<file path="src/rtl/ucc_monitor.sv">
// ucc_monitor
// Runtime isolation monitor for up to three untrusted code compartments.
// It watches the program counter, CPU data bus and DMA bus every cycle and
// tracks which compartment is executing. Any isolation breach raises a
// sticky violation flag, which drives the core reset. The flag is held until
// the CPU fetches from the reset handler.
//
// Ports:
//   clk, reset             system clock; synchronous active-high reset
//   pc                     current program counter
//   irq                    interrupt taken this cycle
//   data_en/data_wr/addr   CPU data access strobe, write qualifier, address
//   dma_en/dma_addr        DMA access strobe and address
//   ucc_min_n/ucc_max_n    static bounds of compartment n (n = 0..2);
//                          a region is disabled when min > max
//   violation              isolation violation (KILL state)
//   in_ucc                 execution is inside a compartment
//   ucc_id                 active compartment index; 2'b11 when outside
module ucc_monitor #(
    parameter logic [15:0] RESET_PC = 16'hE000
) (
    input  logic        clk,
    input  logic        reset,
    input  logic [15:0] pc,
    input  logic        irq,
    input  logic        data_en,
    input  logic        data_wr,
    input  logic [15:0] data_addr,
    input  logic        dma_en,
    input  logic [15:0] dma_addr,
    input  logic [15:0] ucc_min_0,
    input  logic [15:0] ucc_max_0,
    input  logic [15:0] ucc_min_1,
    input  logic [15:0] ucc_max_1,
    input  logic [15:0] ucc_min_2,
    input  logic [15:0] ucc_max_2,
    output logic        violation,
    output logic        in_ucc,
    output logic [1:0]  ucc_id
);

    typedef enum logic [1:0] {
        S_IDLE,
        S_RUN,
        S_KILL
    } state_t;

    state_t      r_state;
    state_t      w_state_nx;
    logic [1:0]  r_cur_id;
    logic [1:0]  w_cur_id_nx;
    logic [15:0] r_prev_pc;

    logic [15:0] w_min [3];
    logic [15:0] w_max [3];
    logic [2:0]  w_pc_in;
    logic [2:0]  w_pc_at_min;
    logic [2:0]  w_data_in;
    logic [2:0]  w_dma_in;
    logic        w_pc_hit;
    logic        w_entry;
    logic [1:0]  w_entry_id;
    logic        w_wr_hit;
    logic        w_dma_hit;
    logic        w_pc_mid;
    logic        w_pc_other;
    logic [15:0] w_cur_max;

    assign w_min[0] = ucc_min_0;
    assign w_min[1] = ucc_min_1;
    assign w_min[2] = ucc_min_2;
    assign w_max[0] = ucc_max_0;
    assign w_max[1] = ucc_max_1;
    assign w_max[2] = ucc_max_2;

    // Inclusive membership; a region with min > max never matches.
    function automatic logic f_in_region(input logic [15:0] a,
                                         input logic [15:0] mn,
                                         input logic [15:0] mx);
        return (mn <= mx) && (a >= mn) && (a <= mx);
    endfunction

    always_comb begin
        w_pc_in     = '0;
        w_pc_at_min = '0;
        w_data_in   = '0;
        w_dma_in    = '0;
        w_pc_mid    = 1'b0;
        w_pc_other  = 1'b0;
        w_entry     = 1'b0;
        w_entry_id  = 2'b11;
        for (int unsigned i = 0; i < 3; i++) begin
            w_pc_in[i]     = f_in_region(pc, w_min[i], w_max[i]);
            w_pc_at_min[i] = w_pc_in[i] && (pc == w_min[i]);
            w_data_in[i]   = f_in_region(data_addr, w_min[i], w_max[i]);
            w_dma_in[i]    = f_in_region(dma_addr, w_min[i], w_max[i]);
            if (w_pc_in[i] && (pc != w_min[i]))
                w_pc_mid = 1'b1;
            if (w_pc_in[i] && (i[1:0] != r_cur_id))
                w_pc_other = 1'b1;
        end
        // Descending scan so the lowest matching index wins on overlap.
        for (int unsigned j = 3; j > 0; j--) begin
            if (w_pc_at_min[j-1]) begin
                w_entry    = 1'b1;
                w_entry_id = 2'(j - 1);
            end
        end
    end

    assign w_pc_hit  = |w_pc_in;
    assign w_wr_hit  = data_en && data_wr && (|w_data_in);
    assign w_dma_hit = dma_en && (|w_dma_in);

    always_comb begin
        case (r_cur_id)
            2'd0:    w_cur_max = w_max[0];
            2'd1:    w_cur_max = w_max[1];
            2'd2:    w_cur_max = w_max[2];
            default: w_cur_max = '0;
        endcase
    end

    always_comb begin
        w_state_nx  = r_state;
        w_cur_id_nx = r_cur_id;
        case (r_state)
            S_IDLE: begin
                if (w_wr_hit || w_dma_hit || w_pc_mid) begin
                    w_state_nx = S_KILL;
                end else if (w_entry) begin
                    w_state_nx  = S_RUN;
                    w_cur_id_nx = w_entry_id;
                end
            end
            S_RUN: begin
                if (irq || w_wr_hit || w_dma_hit || w_pc_other ||
                    (!w_pc_hit && (r_prev_pc != w_cur_max))) begin
                    w_state_nx  = S_KILL;
                    w_cur_id_nx = 2'b11;
                end else if (!w_pc_hit) begin
                    // Leaving from the last address of the region is the only legal exit.
                    w_state_nx  = S_IDLE;
                    w_cur_id_nx = 2'b11;
                end
            end
            S_KILL: begin
                if (pc == RESET_PC)
                    w_state_nx = S_IDLE;
            end
            default: begin
                w_state_nx  = S_IDLE;
                w_cur_id_nx = 2'b11;
            end
        endcase
    end

    always_ff @(posedge clk) begin
        if (reset) begin
            r_state   <= S_IDLE;
            r_cur_id  <= 2'b11;
            r_prev_pc <= '0;
        end else begin
            r_state   <= w_state_nx;
            r_cur_id  <= w_cur_id_nx;
            r_prev_pc <= pc;
        end
    end

    assign violation = (r_state == S_KILL);
    assign in_ucc    = (r_state == S_RUN);
    assign ucc_id    = (r_state == S_RUN) ? r_cur_id : 2'b11;

endmodule

</file>
<file path="config.mk">
export PLATFORM = sky130hd
export DESIGN_NAME = ucc_monitor
export DESIGN_NICKNAME = d
export VERILOG_FILES = /design/src/rtl/ucc_monitor.sv
export SDC_FILE = /design/constraint.sdc
export NUM_CORES = 1
export LEC_CHECK = 0
export ABC_AREA = 1
export BUFFER_PORTS_ARGS = -buffer_cell sky130_fd_sc_hd__buf_2
export CORE_UTILIZATION = 48
export DETAILED_ROUTE_END_ITERATION = 16
export PLACE_DENSITY = 0.7
export SLEW_MARGIN = 20
export SYNTH_ARGS = -nofsm -noshare
export SYNTH_HDL_FRONTEND = slang
export SYNTH_SLANG_ARGS = --single-unit
</file>
<file path="constraint.sdc">
create_clock -name clk -period 2.6 [get_ports clk]
set_clock_uncertainty 0.1 [all_clocks]
set_input_delay 0.52 -clock clk [delete_from_list [all_inputs] [get_ports clk]]
set_output_delay 0.52 -clock clk [all_outputs]
set_load 0.02 [all_outputs]
</file>
==> load_flow_metrics.sql, run 1 <==
INSERT INTO impl_metrics (metric_group, metric, value, unit) VALUES
('outcome', 'run_status', 'complete, no violations', ''),
('global_route', 'antenna_found_initial', '0', ''),
('synth', 'synth-edff-count', '0', ''),
('cells_and_area', 'final_nets', '2219', ''),
('detailed_routing', 'detail-route-antenna-nets', '0', ''),
('global_route', 'grt_first_pass_wirelength', '51800', 'um'),
('synth', 'synth.net_count', '1922', ''),
('floorplan', 'std_cell_rows', '50', ''),
('clock_network', 'numClockSinks', '20', ''),
('clock_network', 'clockRootBuffer', 'clkbuf_16', ''),
('cells_and_area', 'layout_commonest_cell', 'nand2_1', ''),
('sta', 'hold_viol_final', '0', ''),
('detailed_routing', 'pre_antenna_drt_iters', '5', ''),
('cells_and_area', 'layout.cells.non_filler', '1992', ''),
('power_and_ir_drop', 'power_density', '261', 'mW/mm^2'),
('worst_setup_path', 'number_of_cells_on_the_worst_reg_to_reg_path', '18', ''),
('worst_hold_path', 'timing.hold.worst.start', 'r_cur_id[1]$_SDFFE_PP1P_', ''),
('clock_network', 'tritoncts.num_buffers', '3', ''),
('synth', 'synth.lib_cells_used.distinct', '29', ''),
('placed_design', 'post-dp-hpwl', '29500', 'um'),
('worst_setup_path', 'slowest_stage', 'ha_1', ''),
('cells_and_area', 'n_antenna_cell', '0', ''),
('floorplan', 'coreArea', '0.0190', 'mm^2'),
('global_route', 'grt_max_degree', '18', ''),
('power_and_ir_drop', 'leakagePower', '7.08', 'nW'),
('power_and_ir_drop', 'power.share.switching', '49.1', '%'),
('power_and_ir_drop', 'share_clk_of_total_power', '14.3', '%'),
('global_route', 'grt_residual_overflow', '0', ''),
('power_and_ir_drop', 'cell_internal_pwr', '1.59', 'mW'),
('worst_setup_path', 'worstSetupStartpointType', 'primary input', ''),
('worst_setup_path', 'data_required_critical_path', '2.65', 'ns'),
('detailed_routing', 'met3_wirelength', '2120', 'um'),
('synth', 'yosysSeqAreaShare', '4.26', '%'),
('detailed_routing', 'wire_length_on_met2', '15100', 'um'),
('power_and_ir_drop', 'power.ir.vdd_worst', '336', 'uV'),
('worst_hold_path', 'min_delay_path_depth', '2', ''),
('sta', 'timing.final.setup_violations', '0', ''),
('worst_setup_path', 'critPathMaxStageDelay', '0.35', 'ns'),
('floorplan', 'chipHeight', '142', 'um'),
('synth', 'ys_seq_elements', '20', ''),
('worst_setup_path', 'reg2reg_slack', '0.12', 'ns'),
('sta', 'fin_crit', '2.51', 'ns'),
('detailed_routing', 'wl_per_cell', '17.1', 'um'),
('cells_and_area', 'layout.cells.most_common_list', 'nand2_1, ha_1, inv_1, buf_2, a21oi_1', ''),
('sta', 'fin_hold_ws', '0.440', 'ns'),
('worst_setup_path', 'cells_along_the_critical_path', 'buf_2, ha_1, nand4_1, nor3_1, nand2_1, nand2_1, nand2_2, nand4_1, nand2_1, nor2_2, nand3_1, nand2_2, nand3_2, nand2_1, nand3_1', ''),
('sta', 'finalCritPeriodShare', '96.4', '%'),
('synth', 'share_of_flip_flops_with_an_asynchronous_set_or_reset', '0', '%'),
('worst_setup_path', 'crit_path_frequent_cell', 'nand2_1', ''),
('worst_hold_path', 'holdCritPathClass', 'reg2reg', ''),
('worst_setup_path', 'cp_data_arrival_time', '2.56', 'ns'),
('worst_setup_path', 'peak_fanout_along_the_critical_path', '7', ''),
('detailed_routing', 'via_density_per_instance', '5.39', ''),
('worst_hold_path', 'min_delay_worst_endpoint', 'r_cur_id[1]$_SDFFE_PP1P_', ''),
('clock_network', 'cts_max_level', '1', ''),
('detailed_routing', 'dr.max_layer_used', 'met4', ''),
('synth', 'post_synth_inst_count', '1436', ''),
('synth', 'post_synth.cell_area_avg', '6.54', 'um^2'),
('clock_network', 'clockBufferDepth', '2', ''),
('worst_setup_path', 'criticalPathCategory', 'in2reg', ''),
('placed_design', 'io_buffer_count', '153', ''),
('global_route', 'grt_util_all_layers', '33.6', '%'),
('detailed_routing', 'via_count', '10738', ''),
('sta', 'fmax', '399', 'MHz'),
('power_and_ir_drop', 'p_sw', '1.54', 'mW'),
('detailed_routing', 'drt_iter0_markers', '703', ''),
('sta', 'final_max_slew_viol_count', '0', ''),
('job', 'cap_violations', '0', ''),
('synth', 'total_of_warnings_raised_by_yosys', '0', ''),
('clock_network', 'cts_tree', 'built', ''),
('cells_and_area', 'fraction_of_layout_instances_using_a_drive_strength_above_1', '21.5', '%');
[layer usage]
layer,global-route usage [%],up-vias
li1,-,5431
met1,46.2,4858
met2,55.2,372
met3,2.70,77
met4,10.9,0
met5,0,-
[how the worst max path moves through the flow]
stage,startpoint,endpoint,slack (ns)
2_1_floorplan,ucc_max_2[15],r_cur_id[0]$_SDFFE_PP1P_,0.26
3_3_place_gp,ucc_max_0[10],r_state[0]$_SDFFE_PP0P_,-0.27
3_5_place_dp,ucc_max_0[10],r_state[1]$_SDFFE_PP0P_,-0.28
4_1_cts,ucc_max_2[1],r_cur_id[1]$_SDFFE_PP1P_,0.005
5_1_grt,pc[11],r_state[1]$_SDFFE_PP0P_,-0.08
6_report,pc[15],r_cur_id[1]$_SDFFE_PP1P_,0.09
[stage by stage]
| step | util (%) | setup TNS (ns) | power, mW | instance area (um^2) | setup slack [ns] |
|---|---|---|---|---|---|
| 2_1_floorplan | - | 0 | 1.66 | 9390 | 0.263 |
| 3_3_place_gp | 61.0 | -1.03 | 2.48 | 11600 | -0.275 |
| 3_5_place_dp | 61.0 | -1.11 | 2.55 | 11600 | -0.280 |
| 4_1_cts | 61.7 | 0 | 3.00 | 11700 | 0.00470 |
| 5_1_grt | 63.3 | -0.132 | 3.42 | 12000 | -0.0761 |
| 6_report | 63.3 | 0 | 3.13 | 12000 | 0.0942 |
[final cells by class]
class,count,area (um^2)
well taps,260,325
flip-flops and latches,20,402
inverters,211,800
fillers,1833,6960
clock inverters,1,30.0
multi-input cells,1200,8400
repair buffers,297,1970
clock buffers,3,75.1
[repair_timing]
action                     CTS  global route
setup endpoints to repair    4             4
resized for setup            2            79
buffers inserted             0             4
pin swaps                    0            32
[kinds of logic after synthesis]
family	share of synthesized area [%]
adder cells (fa/ha/maj)	44.8
XOR/XNOR	1.49
buffers and inverters	8.93
AO/OA/AOI/OAI	13.6
AND/OR/NAND/NOR	26.9
flip-flops	4.26
[registers in the layout, summed over array words and instances, names as in the netlist]
| signal | count |
|---|---|
| r_cur_id | 2 |
| r_state | 2 |
| r_prev_pc | 16 |
[power groups by stage]
stage / logic (mW) / clock network (mW) / registers, mW
2_1_floorplan: 1.30 / 0 / 0.358
3_3_place_gp: 2.12 / 0 / 0.364
3_5_place_dp: 2.18 / 0 / 0.363
4_1_cts: 2.20 / 0.448 / 0.359
5_1_grt: 2.59 / 0.457 / 0.366
6_report: 2.32 / 0.447 / 0.364
[cells in the mapped netlist (3+ instances only)]
cell type,count,share of area (%)
nand4_1,31,2.1
nor3_1,18,0.96
inv_1,211,8.4
dfxtp_1,20,4.3
ha_1,336,45
o21a_1,13,1.0
nor2_1,119,4.8
nand3_1,53,2.8
a21oi_1,143,7.6
o211ai_2,3,0.40
a21o_1,9,0.72
o21ai_0,41,2.2
o211ai_1,7,0.56
xor2_1,5,0.47
xnor2_1,11,1.0
o21bai_1,11,0.88
nand2_1,388,16
[worst max-delay path, delay by kind of cell]
family                     cells  cell delay, ns
adders and majority gates      1            0.35
buffers and inverters          1            0.19
and+or+nand+nor               13            1.49
(Power assumes the default switching activity.)
==> run 2: changes to the inputs <==
--- a/config.mk
+++ b/config.mk
@@ -7,7 +7,9 @@
 export LEC_CHECK = 0
 export ABC_AREA = 1
 export BUFFER_PORTS_ARGS = -buffer_cell sky130_fd_sc_hd__buf_2
+export CORE_ASPECT_RATIO = 1.5
 export CORE_UTILIZATION = 48
+export CTS_BUF_LIST = sky130_fd_sc_hd__clkbuf_4 sky130_fd_sc_hd__clkbuf_8
 export DETAILED_ROUTE_END_ITERATION = 16
 export PLACE_DENSITY = 0.7
 export SLEW_MARGIN = 20
==> run 2 against run 1 <==
  * Combinational power decreased by 5%
  * Global-route usage hardly changed
  * Register-to-register slack improved by 0.07 ns
  * Clock power shrank 39%
  * Setup slack worse by 0.0060 ns
  * Hold slack got worse by 0.028 ns
  * Non-clock buffer count decreased by 29
  * Wire length shrank 3.0%
  * First-iteration DRC count is 20% lower
  * Clock-buffer cell count up 1
  * Sequential power down 1%
  * Power decreased by 9.0%
  * Critical path type unchanged
  * Critical endpoint is now r_state[1]$_SDFFE_PP0P_
  * Largest power group unchanged
==> load_flow_metrics.sql, run 2 (synthesis results as in run 1) <==
INSERT INTO impl_metrics (metric_group, metric, value, unit) VALUES
('outcome', 'run_status', 'complete, no violations', ''),
('worst_setup_path', 'reg2reg_slack', '0.19', 'ns'),
('floorplan', 'std_cell_rows', '62', ''),
('cells_and_area', 'top_regs', 'r_prev_pc x16, r_cur_id x2, r_state x2', ''),
('power_and_ir_drop', 'leakagePower', '6.91', 'nW'),
('sta', 'fmax', '398', 'MHz'),
('power_and_ir_drop', 'power.ir.vdd_worst', '164', 'uV'),
('cells_and_area', 'final_nets', '2190', ''),
('clock_network', 'clockRootBuffer', 'clkbuf_8', ''),
('placed_design', 'weighted_congestion_reported_at_the_end_of_routability_driven_placement', '0.968', ''),
('floorplan', 'effective_utilization_at_floorplan', '49.0', '%'),
('floorplan', 'die_w', '116', 'um'),
('worst_setup_path', 'criticalPathCategory', 'in2reg', ''),
('global_route', 'grt_util_all_layers', '33.6', '%'),
('global_route', 'grt_pass1_vias', '10316', ''),
('clock_network', 'cts_tree', 'built', ''),
('clock_network', 'clkLatencyLatePin', '0.28', 'ns'),
('sta', 'grt_setup_unrepaired', 'yes', ''),
('worst_setup_path', 'cp_data_arrival_time', '2.60', 'ns'),
('sta', 'fin_crit', '2.51', 'ns'),
('global_route', 'grt_first_pass_wirelength', '51500', 'um'),
('floorplan', 'coreArea', '0.0192', 'mm^2'),
('detailed_routing', 'via_count', '10594', ''),
('clock_network', 'tritoncts.num_buffers', '3', ''),
('cells_and_area', 'n_antenna_cell', '0', ''),
('global_route', 'antenna_found_initial', '0', ''),
('detailed_routing', 'met3_wirelength', '1430', 'um'),
('detailed_routing', 'drt_drc_violations_left', '0', ''),
('sta', 'finalCritPeriodShare', '96.6', '%'),
('placed_design', 'post-dp-hpwl', '29300', 'um'),
('detailed_routing', 'wl_met1', '13100', 'um'),
('detailed_routing', 'wire_length_on_met2', '15700', 'um'),
('cells_and_area', 'layout.cells.most_common_list', 'nand2_1, ha_1, inv_1, buf_2, a21oi_1', ''),
('floorplan', 'chipHeight', '173', 'um'),
('sta', 'worst_slew_margin_rel', '66.8', '%'),
('floorplan', 'area_of_the_die', '0.0201', 'mm^2'),
('clock_network', 'cts_max_level', '1', ''),
('power_and_ir_drop', 'fin_total_pwr', '2.85', 'mW'),
('sta', 'final_max_slew_viol_count', '0', ''),
('cells_and_area', 'regMostFlops', 'r_prev_pc', ''),
('placed_design', 'io_buffer_count', '153', ''),
('sta', 'timing_worst_slew_pin_value', '0.496', 'ns'),
('floorplan', 'pin_count', '154', ''),
('detailed_routing', 'wirelength', '33100', 'um'),
('worst_setup_path', 'peak_fanout_along_the_critical_path', '4', ''),
('cells_and_area', 'postLayoutCoreUtil', '60.9', '%'),
('detailed_routing', 'wl_per_cell', '16.9', 'um'),
('cells_and_area', 'syn2layout_area_growth', '24.3', '%'),
('clock_network', 'numClockSinks', '20', ''),
('global_route', 'grt_max_degree', '18', ''),
('detailed_routing', 'drt_iter0_markers', '559', ''),
('detailed_routing', 'via_density_per_instance', '5.41', ''),
('clock_network', 'clockBufferDepth', '2', ''),
('worst_setup_path', 'endpoint_class_of_the_critical_path', 'flop', ''),
('worst_setup_path', 'worstSetupStartpointType', 'primary input', ''),
('cells_and_area', 'layout_commonest_cell', 'nand2_1', ''),
('power_and_ir_drop', 'power_density', '244', 'mW/mm^2'),
('sta', 'hold_viol_final', '0', ''),
('worst_hold_path', 'holdCritPathClass', 'reg2reg', ''),
('sta', 'timing.final.setup_violations', '0', ''),
('job', 'cap_violations', '0', ''),
('detailed_routing', 'detail-route-antenna-nets', '0', ''),
('detailed_routing', 'pre_antenna_drt_iters', '5', ''),
('clock_network', 'ctsHoldBuffers', '0', ''),
('cells_and_area', 'largest_reg_flops', '16', ''),
('global_route', 'grt_residual_overflow', '0', ''),
('clock_network', 'clkTransAtPathRegs', '0.10', 'ns'),
('cells_and_area', 'fraction_of_layout_instances_using_a_drive_strength_above_1', '19.5', '%'),
('detailed_routing', 'dr.max_layer_used', 'met4', ''),
('worst_setup_path', 'data_required_critical_path', '2.68', 'ns');
run 2: worst max-delay path: stages:
cell and delay, ns:
buf_4 0.10, clkinvlp_4 0.16, ha_4 0.31, nand4_1 0.21, buf_4 0.21, a21oi_2 0.09
nor2_1 0.06, nand2_1 0.08, nand2_2 0.08, nand3_4 0.10, nor2_2 0.04, nor2_1 0.09
nand2_1 0.06, nor2_2 0.17, nand2_1 0.07, nand2_1 0.07, nand3_1 0.07, nand2_1 0.07
inv_1 0.03
run 2: power by group:
group / leakage (nW) / internal (mW) / switching [mW]
sequential: 0.166 / 0.334 / 0.0251
clock: 0.0288 / 0.136 / 0.137
combinational: 6.72 / 0.895 / 1.32
run 2: metal layers:
metal | vias to the layer above | track usage [%]
met5 | - | 0
met4 | 0 | 25.1
met3 | 142 | 2.59
met2 | 426 | 58.4
met1 | 4655 | 37.5
li1 | 5371 | -
run 2: metrics by stage:
| step | instances | setup TNS, ns | setup WS, ns | hold slack, ns | cell area (um^2) |
|---|---|---|---|---|---|
| floorplan | 1436 | 0 | 0.263 | 0.369 | 9390 |
| global placement | 1950 | -0.675 | -0.176 | 0.384 | 11300 |
| detailed placement | 1950 | -1.20 | -0.321 | 0.386 | 11300 |
| CTS | 1954 | 0 | 0.0576 | 0.400 | 11400 |
| global route | 1959 | -0.0612 | -0.0359 | 0.451 | 11700 |
| finish | 1959 | 0 | 0.0882 | 0.412 | 11700 |
run 2: cell type report:
class | count | area, um^2
multi-input cells | 1200 | 8400
fillers | 1951 | 7490
repair buffers | 268 | 1700
inverters | 211 | 796
flip-flops and latches | 20 | 402
well taps | 256 | 320
clock buffers | 4 | 55.1
run 2: timing repair:
item / 4_1_cts / 5_1_grt
buffers inserted: 0 / 5
pin swaps: 0 / 28
setup endpoints to repair: 4 / 4
gates resized for setup: 1 / 66
run 2: path summary, 6_finish.rpt:
path	start	to	cells past startpoint
worst min register to register	r_cur_id[1]$_SDFFE_PP1P_	r_cur_id[1]$_SDFFE_PP1P_	2
worst max-delay path	ucc_max_2[13]	r_state[1]$_SDFFE_PP0P_	19
worst max register to register	r_cur_id[0]$_SDFFE_PP1P_	r_state[1]$_SDFFE_PP0P_	15
worst min-delay path	r_cur_id[1]$_SDFFE_PP1P_	r_cur_id[1]$_SDFFE_PP1P_	2
==> run 3: changes to the inputs <==
==> constraint.sdc (replaced) <==
create_clock -name clk -period 3 [get_ports clk]
set_clock_uncertainty 0.1 [all_clocks]
set_input_delay 0.6 -clock clk [delete_from_list [all_inputs] [get_ports clk]]
set_output_delay 0.6 -clock clk [all_outputs]
set_load 0.02 [all_outputs]
==> run 3 against run 2 <==
  * Via count is 4.8% lower
  * Sequential share of layout area up 0.32 points
  * Utilization decreased by 5.4 points
  * Die area stayed put
  * Global-route usage down 0.88 points
  * Non-clock buffer count down 93
  * Wire length fell by 2.0%
  * Hold slack worse by 0.011 ns
  * Sequential power shrank 14%
==> load_flow_metrics.sql, run 3 (synthesis results as in run 1) <==
INSERT INTO impl_metrics (metric_group, metric, value, unit) VALUES
('outcome', 'run_status', 'complete, no violations', ''),
('clock_network', 'post_cts_resized', '0', ''),
('floorplan', 'chipHeight', '173', 'um'),
('power_and_ir_drop', 'power.ir.vdd_worst', '181', 'uV'),
('placed_design', 'io_buffer_count', '153', ''),
('clock_network', 'cts_max_level', '1', ''),
('floorplan', 'area_of_the_die', '0.0201', 'mm^2'),
('global_route', 'antenna_found_initial', '0', ''),
('worst_setup_path', 'worstSetupStartpointType', 'primary input', ''),
('cells_and_area', 'num-fill-cells', '1990', ''),
('floorplan', 'effective_utilization_at_floorplan', '49.0', '%'),
('placed_design', 'post-dp-hpwl', '28500', 'um'),
('cells_and_area', 'layout_commonest_cell', 'nand2_1', ''),
('cells_and_area', 'syn2layout_area_growth', '13.3', '%'),
('clock_network', 'numClockSinks', '20', ''),
('cells_and_area', 'layout.cells.most_common_list', 'nand2_1, ha_1, inv_1, buf_2, a21oi_1', ''),
('sta', 'grt_setup_unrepaired', 'no', ''),
('worst_setup_path', 'peak_fanout_along_the_critical_path', '4', ''),
('floorplan', 'std_cell_rows', '62', ''),
('clock_network', 'clockBufferDepth', '2', ''),
('clock_network', 'tritoncts.num_buffers', '3', ''),
('worst_setup_path', 'endpoint_class_of_the_critical_path', 'flop', ''),
('sta', 'fmax', '366', 'MHz'),
('sta', 'timing_worst_slew_pin_value', '0.464', 'ns'),
('detailed_routing', 'pre_antenna_drt_iters', '5', ''),
('detailed_routing', 'detail-route-antenna-nets', '0', ''),
('cells_and_area', 'n_antenna_cell', '0', ''),
('clock_network', 'clkLatencyLatePin', '0.27', 'ns'),
('cells_and_area', 'layout.cell_area.non_filler', '0.0106', 'mm^2'),
('sta', 'worst_slew_margin_rel', '68.9', '%'),
('power_and_ir_drop', 'fin_total_pwr', '2.22', 'mW'),
('sta', 'final_max_slew_viol_count', '0', ''),
('worst_setup_path', 'criticalPathCategory', 'in2reg', ''),
('global_route', 'grt_pass1_vias', '9572', ''),
('clock_network', 'clockRootBuffer', 'clkbuf_8', ''),
('clock_network', 'clkTransAtPathRegs', '0.07', 'ns'),
('floorplan', 'coreArea', '0.0192', 'mm^2'),
('global_route', 'grt_first_pass_wirelength', '49600', 'um'),
('sta', 'hold_viol_final', '0', ''),
('worst_setup_path', 'cp_data_arrival_time', '2.79', 'ns'),
('floorplan', 'pin_count', '154', ''),
('placed_design', 'placedInstanceArea', '0.0106', 'mm^2'),
('power_and_ir_drop', 'power_density', '209', 'mW/mm^2'),
('detailed_routing', 'wl_per_cell', '17.4', 'um'),
('job', 'cap_violations', '0', ''),
('power_and_ir_drop', 'leakagePower', '6.41', 'nW'),
('clock_network', 'ctsHoldBuffers', '0', ''),
('cells_and_area', 'regArea', '400', 'um^2'),
('detailed_routing', 'via_count', '10088', ''),
('detailed_routing', 'via_density_per_instance', '5.41', ''),
('detailed_routing', 'wirelength', '32400', 'um'),
('detailed_routing', 'drt_iter0_markers', '490', ''),
('sta', 'finalCritPeriodShare', '91.0', '%'),
('global_route', 'grt_util_all_layers', '32.7', '%'),
('detailed_routing', 'drt_drc_violations_left', '0', ''),
('worst_hold_path', 'holdCritPathClass', 'reg2reg', ''),
('cells_and_area', 'regMostFlops', 'r_prev_pc', ''),
('clock_network', 'cts_tree', 'built', ''),
('clock_network', 'post-cts-setup-buffer-count', '0', ''),
('cells_and_area', 'top_regs', 'r_prev_pc x16, r_cur_id x2, r_state x2', ''),
('cells_and_area', 'final_nets', '2097', ''),
('cells_and_area', 'fraction_of_layout_instances_using_a_drive_strength_above_1', '11.6', '%'),
('cells_and_area', 'footprint_of_the_multi_input_gates', '0.00815', 'mm^2'),
('global_route', 'grt_residual_overflow', '0', ''),
('sta', 'setup_tns', '0', 'ns'),
('worst_setup_path', 'data_required_critical_path', '3.06', 'ns'),
('cells_and_area', 'largest_reg_flops', '16', ''),
('sta', 'fin_crit', '2.73', 'ns'),
('sta', 'timing.final.setup_violations', '0', ''),
('global_route', 'grt_max_degree', '18', ''),
('placed_design', 'weighted_congestion_reported_at_the_end_of_routability_driven_placement', '0.976', ''),
('floorplan', 'die_w', '116', 'um');
[run 3: worst max-delay path, cell delays in order]
cell and delay (ns):
buf_2 0.09, inv_1 0.13, buf_4 0.18, ha_1 0.28, nand2_1 0.06, nor3_1 0.36
nand4_1 0.17, nand2_1 0.17, nand3_1 0.14, nand3_1 0.14, nor2_1 0.06, nor2_2 0.13
nand3_2 0.12, nand4_1 0.10, nand3_1 0.07
[run 3: cell type report]
class | instances | area share (%)
clock buffer | 3 | 0.388
multi-input combinational | 1200 | 76.6
inverter | 211 | 7.45
sequential | 20 | 3.77
tap | 256 | 3.01
timing repair buffer | 175 | 8.75
[run 3: power breakdown]
group	internal (mW)	total (mW)	leakage (nW)	switching, mW
combinational	0.659	1.72	6.22	1.07
sequential	0.289	0.309	0.166	0.0198
clock	0.0901	0.187	0.0216	0.0973
[run 3: worst paths after layout]
kind,start,endpoint,slack (ns),depth (start not counted)
max,ucc_max_2[9],r_cur_id[0]$_SDFFE_PP1P_,0.27,15
min,r_cur_id[1]$_SDFFE_PP1P_,r_cur_id[1]$_SDFFE_PP1P_,0.40,2
max reg2reg,r_cur_id[0]$_SDFFE_PP1P_,r_cur_id[0]$_SDFFE_PP1P_,0.49,15
min reg2reg,r_cur_id[1]$_SDFFE_PP1P_,r_cur_id[1]$_SDFFE_PP1P_,0.40,2
[run 3: layer usage]
layer,GRT usage [%],vias up,share of wire (%)
li1,-,5190,-
met1,36.7,4434,40
met2,58.3,355,48
met3,2.83,109,4.7
met4,20.5,0,7.8
met5,0,-,0
[run 3: through the flow]
step           std cells  hold slack, ns  worst slack (ns)  util, %
6_report            1865           0.401             0.270     55.5
5_1_grt             1865           0.424            0.0447     55.5
4_1_cts             1865           0.405             0.310     55.5
3_5_place_dp        1862           0.395            0.0135     55.3
3_3_place_gp        1862           0.394            0.0590     55.3
2_1_floorplan       1436           0.369             0.583        -
